<file path="src/rtl/ahb_arbiter.sv">
// AHB bus arbiter: round-robin grant among requesting masters, with ownership
// handed over only at legal points (end of burst, unlocked, HREADY high).
module ahb_arbiter #(
    parameter int unsigned NUM_MASTERS    = 4,
    parameter int unsigned DEFAULT_MASTER = 0,
    parameter int unsigned MW             = $clog2(NUM_MASTERS)
) (
    input  logic                   clock,
    input  logic                   HRESET,
    input  logic [NUM_MASTERS-1:0] HBUSREQ,
    input  logic [NUM_MASTERS-1:0] HLOCK,
    input  logic [1:0]             HTRANS,
    input  logic [2:0]             HBURST,
    input  logic                   HREADY,
    input  logic [1:0]             HRESP,
    output logic [NUM_MASTERS-1:0] HGRANT,
    output logic [MW-1:0]          HMASTER,
    output logic                   HMASTLOCK
);

    localparam logic [1:0] TRANS_NONSEQ = 2'd2;
    localparam logic [1:0] TRANS_SEQ    = 2'd3;

    localparam logic [MW-1:0]          DEF_IDX   = MW'(DEFAULT_MASTER);
    localparam logic [NUM_MASTERS-1:0] DEF_GRANT = NUM_MASTERS'(1) << DEFAULT_MASTER;

    logic [NUM_MASTERS-1:0] grant_q, grant_d;
    logic [MW-1:0]          master_q;
    logic                   mastlock_q;
    logic [3:0]             beat_q, beat_d;
    // Index of the most recent grant winner; the round-robin search starts just after it.
    logic [MW-1:0]          rr_q, rr_d;

    logic [MW-1:0]          grant_idx;
    logic [MW-1:0]          winner;
    logic                   rearb_ok;

    assign HGRANT    = grant_q;
    assign HMASTER   = master_q;
    assign HMASTLOCK = mastlock_q;

    // RETRY and SPLIT (HRESP[1] set) force a rearbitration point even inside a locked sequence.
    assign rearb_ok = ((beat_q <= 4'd1) && !HLOCK[master_q] && !mastlock_q) || HRESP[1];

    // Encode the one-hot grant register into the index of the granted master.
    always_comb begin
        grant_idx = '0;
        for (int unsigned i = 0; i < NUM_MASTERS; i++) begin
            if (grant_q[i]) begin
                grant_idx = MW'(i);
            end
        end
    end

    // Round-robin search from rr+1 wrapping to rr itself; nobody requesting -> default master.
    always_comb begin
        logic              found;
        int unsigned       idx;
        logic [MW-1:0]     idx_w;
        winner = DEF_IDX;
        found  = 1'b0;
        idx    = 0;
        idx_w  = '0;
        for (int unsigned k = 1; k <= NUM_MASTERS; k++) begin
            idx   = (32'(rr_q) + k) % NUM_MASTERS;
            idx_w = MW'(idx);
            if (!found && HBUSREQ[idx_w]) begin
                winner = idx_w;
                found  = 1'b1;
            end
        end
    end

    // Next grant: rearbitrate whenever allowed, independent of HREADY.
    always_comb begin
        grant_d = grant_q;
        rr_d    = rr_q;
        if (rearb_ok) begin
            grant_d = NUM_MASTERS'(1) << winner;
            rr_d    = winner;
        end
    end

    // Remaining-beat counter of the owner's burst; only advances on accepted transfers.
    always_comb begin
        beat_d = beat_q;
        if (HREADY) begin
            if (HRESP != 2'd0) begin
                beat_d = 4'd0;
            end else if (HTRANS == TRANS_NONSEQ) begin
                unique case (HBURST[2:1])
                    2'b00:   beat_d = 4'd0;
                    2'b01:   beat_d = 4'd3;
                    2'b10:   beat_d = 4'd7;
                    default: beat_d = 4'd15;
                endcase
            end else if (HTRANS == TRANS_SEQ && beat_q != 4'd0) begin
                beat_d = beat_q - 4'd1;
            end
        end
    end

    // State update; handover of the address phase waits for HREADY so wait states keep the owner.
    always_ff @(posedge clock) begin
        if (HRESET) begin
            grant_q    <= DEF_GRANT;
            master_q   <= DEF_IDX;
            mastlock_q <= 1'b0;
            beat_q     <= 4'd0;
            rr_q       <= DEF_IDX;
        end else begin
            grant_q <= grant_d;
            rr_q    <= rr_d;
            beat_q  <= beat_d;
            if (HREADY) begin
                master_q   <= grant_idx;
                mastlock_q <= HLOCK[grant_idx];
            end
        end
    end

endmodule

</file>
<file path="config.mk">
export PLATFORM = sky130hd
export DESIGN_NAME = ahb_arbiter
export DESIGN_NICKNAME = d
export VERILOG_FILES = /design/src/rtl/ahb_arbiter.sv
export SDC_FILE = /design/constraint.sdc
export NUM_CORES = 1
export LEC_CHECK = 0
export CORE_UTILIZATION = 45
export DETAILED_ROUTE_END_ITERATION = 10
export GPL_TIMING_DRIVEN = 0
export PLACE_DENSITY = 0.84
export SKIP_LAST_GASP = 1
export SYNTH_ARGS = -nofsm -noshare
export SYNTH_HDL_FRONTEND = slang
export SYNTH_SLANG_ARGS = --single-unit
</file>
<file path="constraint.sdc">
create_clock -name clock -period 1.83 [get_ports clock]
set_input_delay 0.366 -clock clock [delete_from_list [all_inputs] [get_ports clock]]
set_output_delay 0.366 -clock clock [all_outputs]
set_load 0.02 [all_outputs]
</file>
-- Yosys cells after proc, flatten, opt, wreduce, memory -nomap -nowiden
Cells that the tools add are included.
- add/subtract/negate cells: 5
- $lt $le $gt $ge: 7
- eq/ne operators: 4
- shift operators: 1
- muxes and demuxes: 26
- reduce and logical (&&, ||, !) cells: 17
- operators with widths (kind ; count):
    $lt A2 B3 Y1 const B ; 6
    $bmux W1 S2 ; 6
    $mux W2 ; 6
    $mux W4 ; 3
    $pmux W4 S3 ; 1
    $mux W1 ; 10
    $eq A2 B2 Y1 const B ; 3
    $logic_and A1 B1 Y1 ; 6
    $logic_not A1 Y1 ; 5
    $add A2 B1 Y2 const B ; 2
    $add A2 B2 Y2 const B ; 2
    $le A4 B1 Y1 const B ; 1
    $reduce_bool A4 Y1 ; 1
    $shl A1 B2 Y4 const A ; 1
    $sub A4 B1 Y4 const B ; 1
    $reduce_bool A3 Y1 ; 1
    $eq A2 B1 Y1 const B ; 1
    $logic_not A2 Y1 ; 1
    $reduce_and A2 Y1 ; 1
    $reduce_bool A2 Y1 ; 1
    $logic_or A1 B1 Y1 ; 1
- register bits after elaboration: 13
- input port bits: 18
- output and inout bits: 7
- logic and storage cells: 65

-- Depth between registers and ports, before layout
Gate-level depths: netlist of the first run.
- depth after elaboration: 14
- depth in mapped cells: 7
- mapped depth without buffers: 6

-- Worst setup path after synthesis of the first run
Ideal clock, no wire load.
- kind: register to register
- from: register master_q[1], in the netlist HMASTER[1]
- to: register grant_q[1], in the netlist HGRANT[1]
- setup time: 0.096 ns
- arrival: 1.730 ns
- required time: 1.734 ns
- setup slack: 0.005 ns
- stages on the path, launching flop included: 5
- path buffers: 1
- period minus slack after synthesis: 1.825 ns
- cell sequence: dfxtp_1 mux4_2 o31a_1 buf_6 o41ai_2
- cells in the longest elaborated chain, start to end: 6
- ends and longest elaborated chain (what ; RTL line ; source):
    start: declaration ; 28 ; logic [MW-1:0] master_q;
    start signal: assignment ; 116 ; master_q <= grant_idx;
    $bmux W1 S2 ; 43 ; assign rearb_ok = ((beat_q <= 4'd1) && !HLOCK[master_q] && !mastlock_q) || HRESP[1];
    $mux W1 (implied by the code) ; 43 ;
    $logic_not A1 Y1 ; 43 ;
    $logic_and A1 B1 Y1 (2 in series) ; 43 ;
    $logic_or A1 B1 Y1 ; 43 ;
    end signal: assignment ; 112 ; grant_q <= grant_d;
    end: declaration ; 27 ; logic [NUM_MASTERS-1:0] grant_q, grant_d;
Every way passes these cells. The select of a mux whose other input is x is not followed.
A chain may end at the register's enable or synchronous reset.

-- Worst setup path after layout of the first run
- from: register master_q[1], in the netlist HMASTER[1]
- to: register grant_q[0], in the netlist HGRANT[0]
Same word-level chain as after synthesis.

==> run_results.csv, run 1 <==
group,metric,value,unit
setup_path,worstPathCellList,"mux4_2, o31a_1, buf_6, a21oi_2, o41ai_2",
clock_network,ctsLongestPathBuffers,2,
global_routing,grt_start_max_net_pins,11,
logic_synthesis,synth.cell_area,820,um2
die,core_area,1710,um2
setup_path,timing.critical_path.to_type,"flip-flop",
worst_hold_path,timing.hold.worst.class,"input port to flip-flop",
global_routing,grt_antenna_before_repair,0,
placement,dp_hpwl,1450,um
logic_synthesis,synthCells,94,
drt,drt-total-wl,2020,um
cells_and_area,layout-drive-gt1-share,10.7,%
die,die_y,44.7,um
drt,drt_iter0_markers,17,
logic_synthesis,synth_top_cell_by_area,"dfxtp_1",
clock_network,root_buffer_selected_by_cts,"clkbuf_4",
power_and_ir_drop,power.leakage,0.461,nW
power_and_ir_drop,power.density,654,nW/um2
clock_network,cts_made_buffers,3,
cells_and_area,fillers,137,
die,initial_core_util,48.0,%
die,fp.dieArea,2000,um2
logic_synthesis,synth_top_area_share,31.8,%
setup_path,criticalPathCategory,"flip-flop to flip-flop",
clock_network,post-cts-setup-buffer-count,0,
setup_path,critical_path.startpoint_type,"flip-flop",
setup_path,critical_path_arrival,1.95,ns
power_and_ir_drop,power,0.000750,W
clock_network,clk_latency,0.27,ns
drt,drc,0,
logic_synthesis,synth_ff_type,"dfxtp_1",
logic_synthesis,synth-seq-cells,13,
placement,io_buffers,23,
logic_synthesis,post_synth_main_area_contributors,"dfxtp_1, nand3b_1, mux2i_1",
power_and_ir_drop,irDropWorstVdd,0.438,mV
sta,final_hold_slack,0.489,ns
logic_synthesis,netlist-cell-type-count,36,
cells_and_area,area.sequential,260,um2
clock_network,cts_tree,"built",
clock_network,cts-htree-levels,1,
setup_path,crit_path_to,"HGRANT[0]$_SDFFE_PP1P_",
setup_path,reg2reg_from,"HMASTER[1]$_SDFFE_PP0P_",
global_routing,vias_in_the_first_global_route,762,
sta,min_period,1.79,ns
sta,timing_hold_violations_final,0,
logic_synthesis,synth_seq_area_share,31.8,%
drt,vias_per_cell,5.69,
setup_path,reg2reg_slack,0.04,ns
clock_network,cts-hold-fix-buffers,0,
logic_synthesis,count_of_synthesis_stage_warnings_from_yosys,0,
run_status,status,"completed",
logic_synthesis,post_synth_edffs,0,
cells_and_area,areaGrowthSynthToFinish,39.8,%
die,std_cell_rows,15,
cells_and_area,commonest_non_fill_non_tap_cells_in_the_layout,"clkdlybuf4s50_1, dfxtp_1, inv_1, nor2_1",
global_routing,globalRouteTotalUtil,21.0,%
sta,clock_skew,0.00822,ns
die,ioPinCount,25,
cells_and_area,mostFrequentLayoutCell,"clkdlybuf4s50_1",
clock_network,clock_sinks,13,
sta,tightestPinTransition,0.452,ns
drt,detailedRoute.firstPassIterationCount,5,
setup_path,worst_path_max_delay_cell,"mux4_2",
sta,final_max_slew_viol_count,0,
setup_path,cp_data_required_time,1.99,ns
cells_and_area,antenna_cells,0,
global_routing,grt_overflow_total,0,
drt,overall_via_count_from_detail_route,836,
die,die_width,44.7,um
setup_path,critical_path.startpoint,"HMASTER[1]$_SDFFE_PP0P_",
sta,relSlewSlack,69.8,%
clock_network,path_clk_slew,0.08,ns
logic_synthesis,syn-mean-instance-area,8.72,um2
setup_path,rr_worst_depth,5,
sta,fmax,0.557,GHz
global_routing,global_route_wire_length_before_repair,3100,um
sta,min_period_over_period,98.1,%
job,max-cap-violations,0,
cells_and_area,multiInputGateArea,538,um2
cells_and_area,final_net_count,144,
setup_path,max_stage_delay,0.51,ns
drt,route.detailed.wl_per_inst,13.7,um
placement,gp_routability_congestion,0.911,
drt,final_antenna_net_count,0,
sta,setup_viol,0,
logic_synthesis,post_synthesis_net_count,115,
setup_path,reg2reg_to,"HGRANT[0]$_SDFFE_PP1P_",
cells_and_area,post-route-util,67.1,%
setup_path,maximum_fanout_encountered_on_the_critical_timing_path,5,
logic_synthesis,synth-async-reset-ratio,0,%
[Yosys cell counts, types with 2 or more instances]
master / instances
nor3_1: 2
ha_1: 3
a211oi_1: 3
o41ai_1: 2
o31ai_1: 2
inv_1: 7
mux2i_1: 4
dfxtp_1: 13
nand2_1: 2
a21oi_1: 7
nand2b_1: 5
a2111oi_0: 2
nand3_1: 2
nor2_1: 7
clkbuf_1: 2
o21ai_0: 6
nand3b_1: 6
[area by class of cell]
class | instances | share of cell area (%)
Multi-Input combinational cell | 71 | 46.9
Inverter | 7 | 2.29
Tap cell | 25 | 2.73
Timing Repair Buffer | 24 | 21.4
Buffer | 3 | 1.64
Clock buffer | 4 | 2.29
Sequential cell | 13 | 22.7
[where the power goes]
| part | switching, W | leakage, nW | internal, W |
|---|---|---|---|
| registers | 0.0000305 | 0.107 | 0.000308 |
| clock network | 0.0000870 | 0.0150 | 0.0000842 |
| logic | 0.000116 | 0.339 | 0.000124 |
| total | 0.000234 | 0.461 | 0.000516 |
[sequential cells by signal, summed over array words and instances, names as in the netlist]
| name | cells |
|---|---|
| beat_q | 4 |
| rr_q | 2 |
| HMASTER | 2 |
| HGRANT | 4 |
| HMASTLOCK | 1 |
[metrics by stage]
stage               setup TNS [ns]  instances  worst slack, ns  instance area, um2
detailed placement           -1.69        142           -0.337                1080
global route               -0.0242        147          -0.0231                1150
floorplan                        0         94          0.00465                 820
CTS                              0        146          0.00740                1110
finish                           0        147           0.0355                1150
global placement             -1.54        142           -0.332                1080
[routing by layer]
layer | part of all wire (%) | global-route usage [%]
met1 | 43 | 26.2
met5 | 0 | 0
met4 | 1.1 | 7.27
met3 | 5.0 | 3.27
met2 | 51 | 36.5
[worst max-delay path, delay by kind of cell, from the launching register on]
kind	cells	cell delay [ns]
AOI/OAI and AO/OA	3	0.62
DFF	1	0.40
muxes	1	0.51
buffers and inverters	1	0.17
[repair_timing]
action,CTS,global route
pin swaps,1,3
resized for setup,0,8
cloned,0,1
endpoints found under the setup margin,3,3
[cell families after synthesis]
logic type                 share of synthesized area [%]
adders and majority gates                           4.58
xor gates and xnor gates                            2.14
DFF                                                 31.8
and+or+nand+nor                                     21.5
AOI/OAI and AO/OA                                   25.5
buffers and inverters                               5.50
muxes                                               9.01
[how the worst min path moves through the flow]
stage	from	to	slack [ns]	cells past startpoint
6_report	HLOCK[3]	HMASTLOCK$_SDFFE_PP0P_	0.49	3
5_1_grt	HLOCK[3]	HMASTLOCK$_SDFFE_PP0P_	0.50	3
4_1_cts	HGRANT[0]$_SDFFE_PP1P_	HGRANT[0]$_SDFFE_PP1P_	0.49	2
3_5_place_dp	HGRANT[0]$_SDFFE_PP1P_	HGRANT[0]$_SDFFE_PP1P_	0.47	2
3_3_place_gp	HGRANT[0]$_SDFFE_PP1P_	HGRANT[0]$_SDFFE_PP1P_	0.45	2
2_1_floorplan	beat_q[1]$_SDFFE_PP0P_	beat_q[1]$_SDFFE_PP0P_	0.46	2
No activity file was read; power rests on OpenSTA's default activity.
==> run 2, diff against run 1 <==
Settings changed: RECOVER_POWER from default to 50, SKIP_CTS_REPAIR_TIMING from default to 1, SKIP_LAST_GASP 1 to default.
==> run_results.csv, run 2 (synthesized netlist as in run 1, its figures left out) <==
group,metric,value,unit
setup_path,reg2reg_from,"HMASTER[1]$_SDFFE_PP0P_",
worst_hold_path,timing.hold.worst.class,"input port to flip-flop",
die,die_y,44.7,um
global_routing,global_route_wire_length_before_repair,3100,um
clock_network,cts_made_buffers,3,
power_and_ir_drop,power.density,655,nW/um2
cells_and_area,antenna_cells,0,
cells_and_area,areaGrowthSynthToFinish,38.3,%
die,initial_core_util,48.0,%
global_routing,globalRouteTotalUtil,21.0,%
drt,route.layer.met1.wl,848,um
clock_network,cts-htree-levels,1,
setup_path,critical_path.startpoint,"HLOCK[0]",
die,core_area,1710,um2
clock_network,cts_tree,"built",
die,ioPinCount,25,
setup_path,timing.critical_path.to_type,"flip-flop",
drt,route.detailed.wl_per_inst,13.3,um
sta,timing_hold_violations_final,0,
sta,final_hold_slack,0.496,ns
placement,io_buffers,23,
cells_and_area,mostFrequentLayoutCell,"clkdlybuf4s50_1",
placement,gp_routability_congestion,0.911,
drt,detailedRoute.firstPassIterationCount,4,
cells_and_area,final_net_count,144,
drt,vias_per_cell,5.65,
drt,met3_wirelength,122,um
clock_network,clock_sinks,13,
placement,dp_hpwl,1450,um
drt,final_antenna_net_count,0,
power_and_ir_drop,irDropWorstVdd,0.414,mV
sta,min_period_over_period,99.7,%
die,fp.dieArea,2000,um2
sta,fmax,0.548,GHz
global_routing,grt_overflow_total,0,
sta,tightestPinTransition,0.458,ns
setup_path,critical_path.startpoint_type,"input port",
setup_path,critical_path_arrival,1.98,ns
drt,route.top_layer_used,"met4",
global_routing,grt_start_max_net_pins,11,
sta,grt_setup_unrepaired,"true",
drt,overall_via_count_from_detail_route,831,
run_status,status,"completed",
setup_path,cp_data_required_time,1.98,ns
cells_and_area,commonest_non_fill_non_tap_cells_in_the_layout,"clkdlybuf4s50_1, dfxtp_1, inv_1, nor2_1",
job,max-cap-violations,0,
drt,drt_iter0_markers,22,
drt,routed-wl-met2,967,um
setup_path,criticalPathCategory,"input port to flip-flop",
setup_path,maximum_fanout_encountered_on_the_critical_timing_path,5,
power_and_ir_drop,power.leakage,0.432,nW
drt,drt-total-wl,1960,um
sta,final_max_slew_viol_count,0,
sta,setup_viol,0,
sta,final_critical_path_setup_slack,0.00510,ns
drt,drc,0,
clock_network,clk_latency,0.27,ns
clock_network,root_buffer_selected_by_cts,"clkbuf_4",
sta,relSlewSlack,69.4,%
cells_and_area,layout-drive-gt1-share,9.84,%
sta,clock_skew,0.00763,ns
global_routing,vias_in_the_first_global_route,762,
clock_network,ctsLongestPathBuffers,2,
clock_network,path_clk_slew,0.08,ns
die,std_cell_rows,15,
global_routing,grt_antenna_before_repair,0,
die,die_width,44.7,um
sta,min_period,1.82,ns
placement,dp_worst_setup_slack,-0.337,ns
worst_hold_path,min_delay_src,"HLOCK[3]",
run 2: metal layers:
| metal | global-route usage, % | up-vias |
|---|---|---|
| li1 | - | 412 |
| met1 | 26.2 | 393 |
| met2 | 36.5 | 24 |
| met3 | 3.27 | 2 |
| met4 | 7.27 | 0 |
| met5 | 0 | - |
run 2: critical path: stages:
cell and delay [ns]:
clkdlybuf4s50_1 0.43, mux4_2 0.45, o31a_1 0.33, buf_6 0.16, a21oi_2 0.15, o41ai_2 0.09
run 2: area by class of cell:
| class | instances | area (um2) |
|---|---|---|
| Multi-Input combinational cell | 71 | 533 |
| Inverter | 7 | 26.3 |
| Sequential cell | 13 | 260 |
| Fill cell | 140 | 574 |
| Timing Repair Buffer | 24 | 238 |
| Tap cell | 25 | 31.3 |
| Clock buffer | 4 | 26.3 |
| Buffer | 3 | 18.8 |
run 2: through the flow:
stage / area [um2] / std cells / power [W] / setup TNS [ns] / util, %
finish: 1130 / 147 / 0.000743 / 0 / 66.4
global route: 1130 / 147 / 0.000792 / -0.0695 / 66.4
CTS: 1110 / 146 / 0.000741 / -0.0605 / 64.8
detailed placement: 1080 / 142 / 0.000569 / -1.69 / 63.3
global placement: 1080 / 142 / 0.000563 / -1.54 / 63.3
floorplan: 820 / 94 / 0.000468 / 0 / -
run 2: path summary, 6_finish.rpt:
check                                              end  slack (ns)  depth (start not counted)
worst max-delay path            HGRANT[0]$_SDFFE_PP1P_       0.005                          6
worst min-delay path            HMASTLOCK$_SDFFE_PP0P_        0.50                          3
worst max register to register  HGRANT[0]$_SDFFE_PP1P_        0.08                          5
worst min register to register  beat_q[1]$_SDFFE_PP0P_        0.50                          2
run 2: report_power, final:
part	internal (W)	switching (W)	total (W)
sequential	0.000308	0.0000300	0.000338
combinational	0.000122	0.000113	0.000235
clock	0.0000842	0.0000857	0.000170
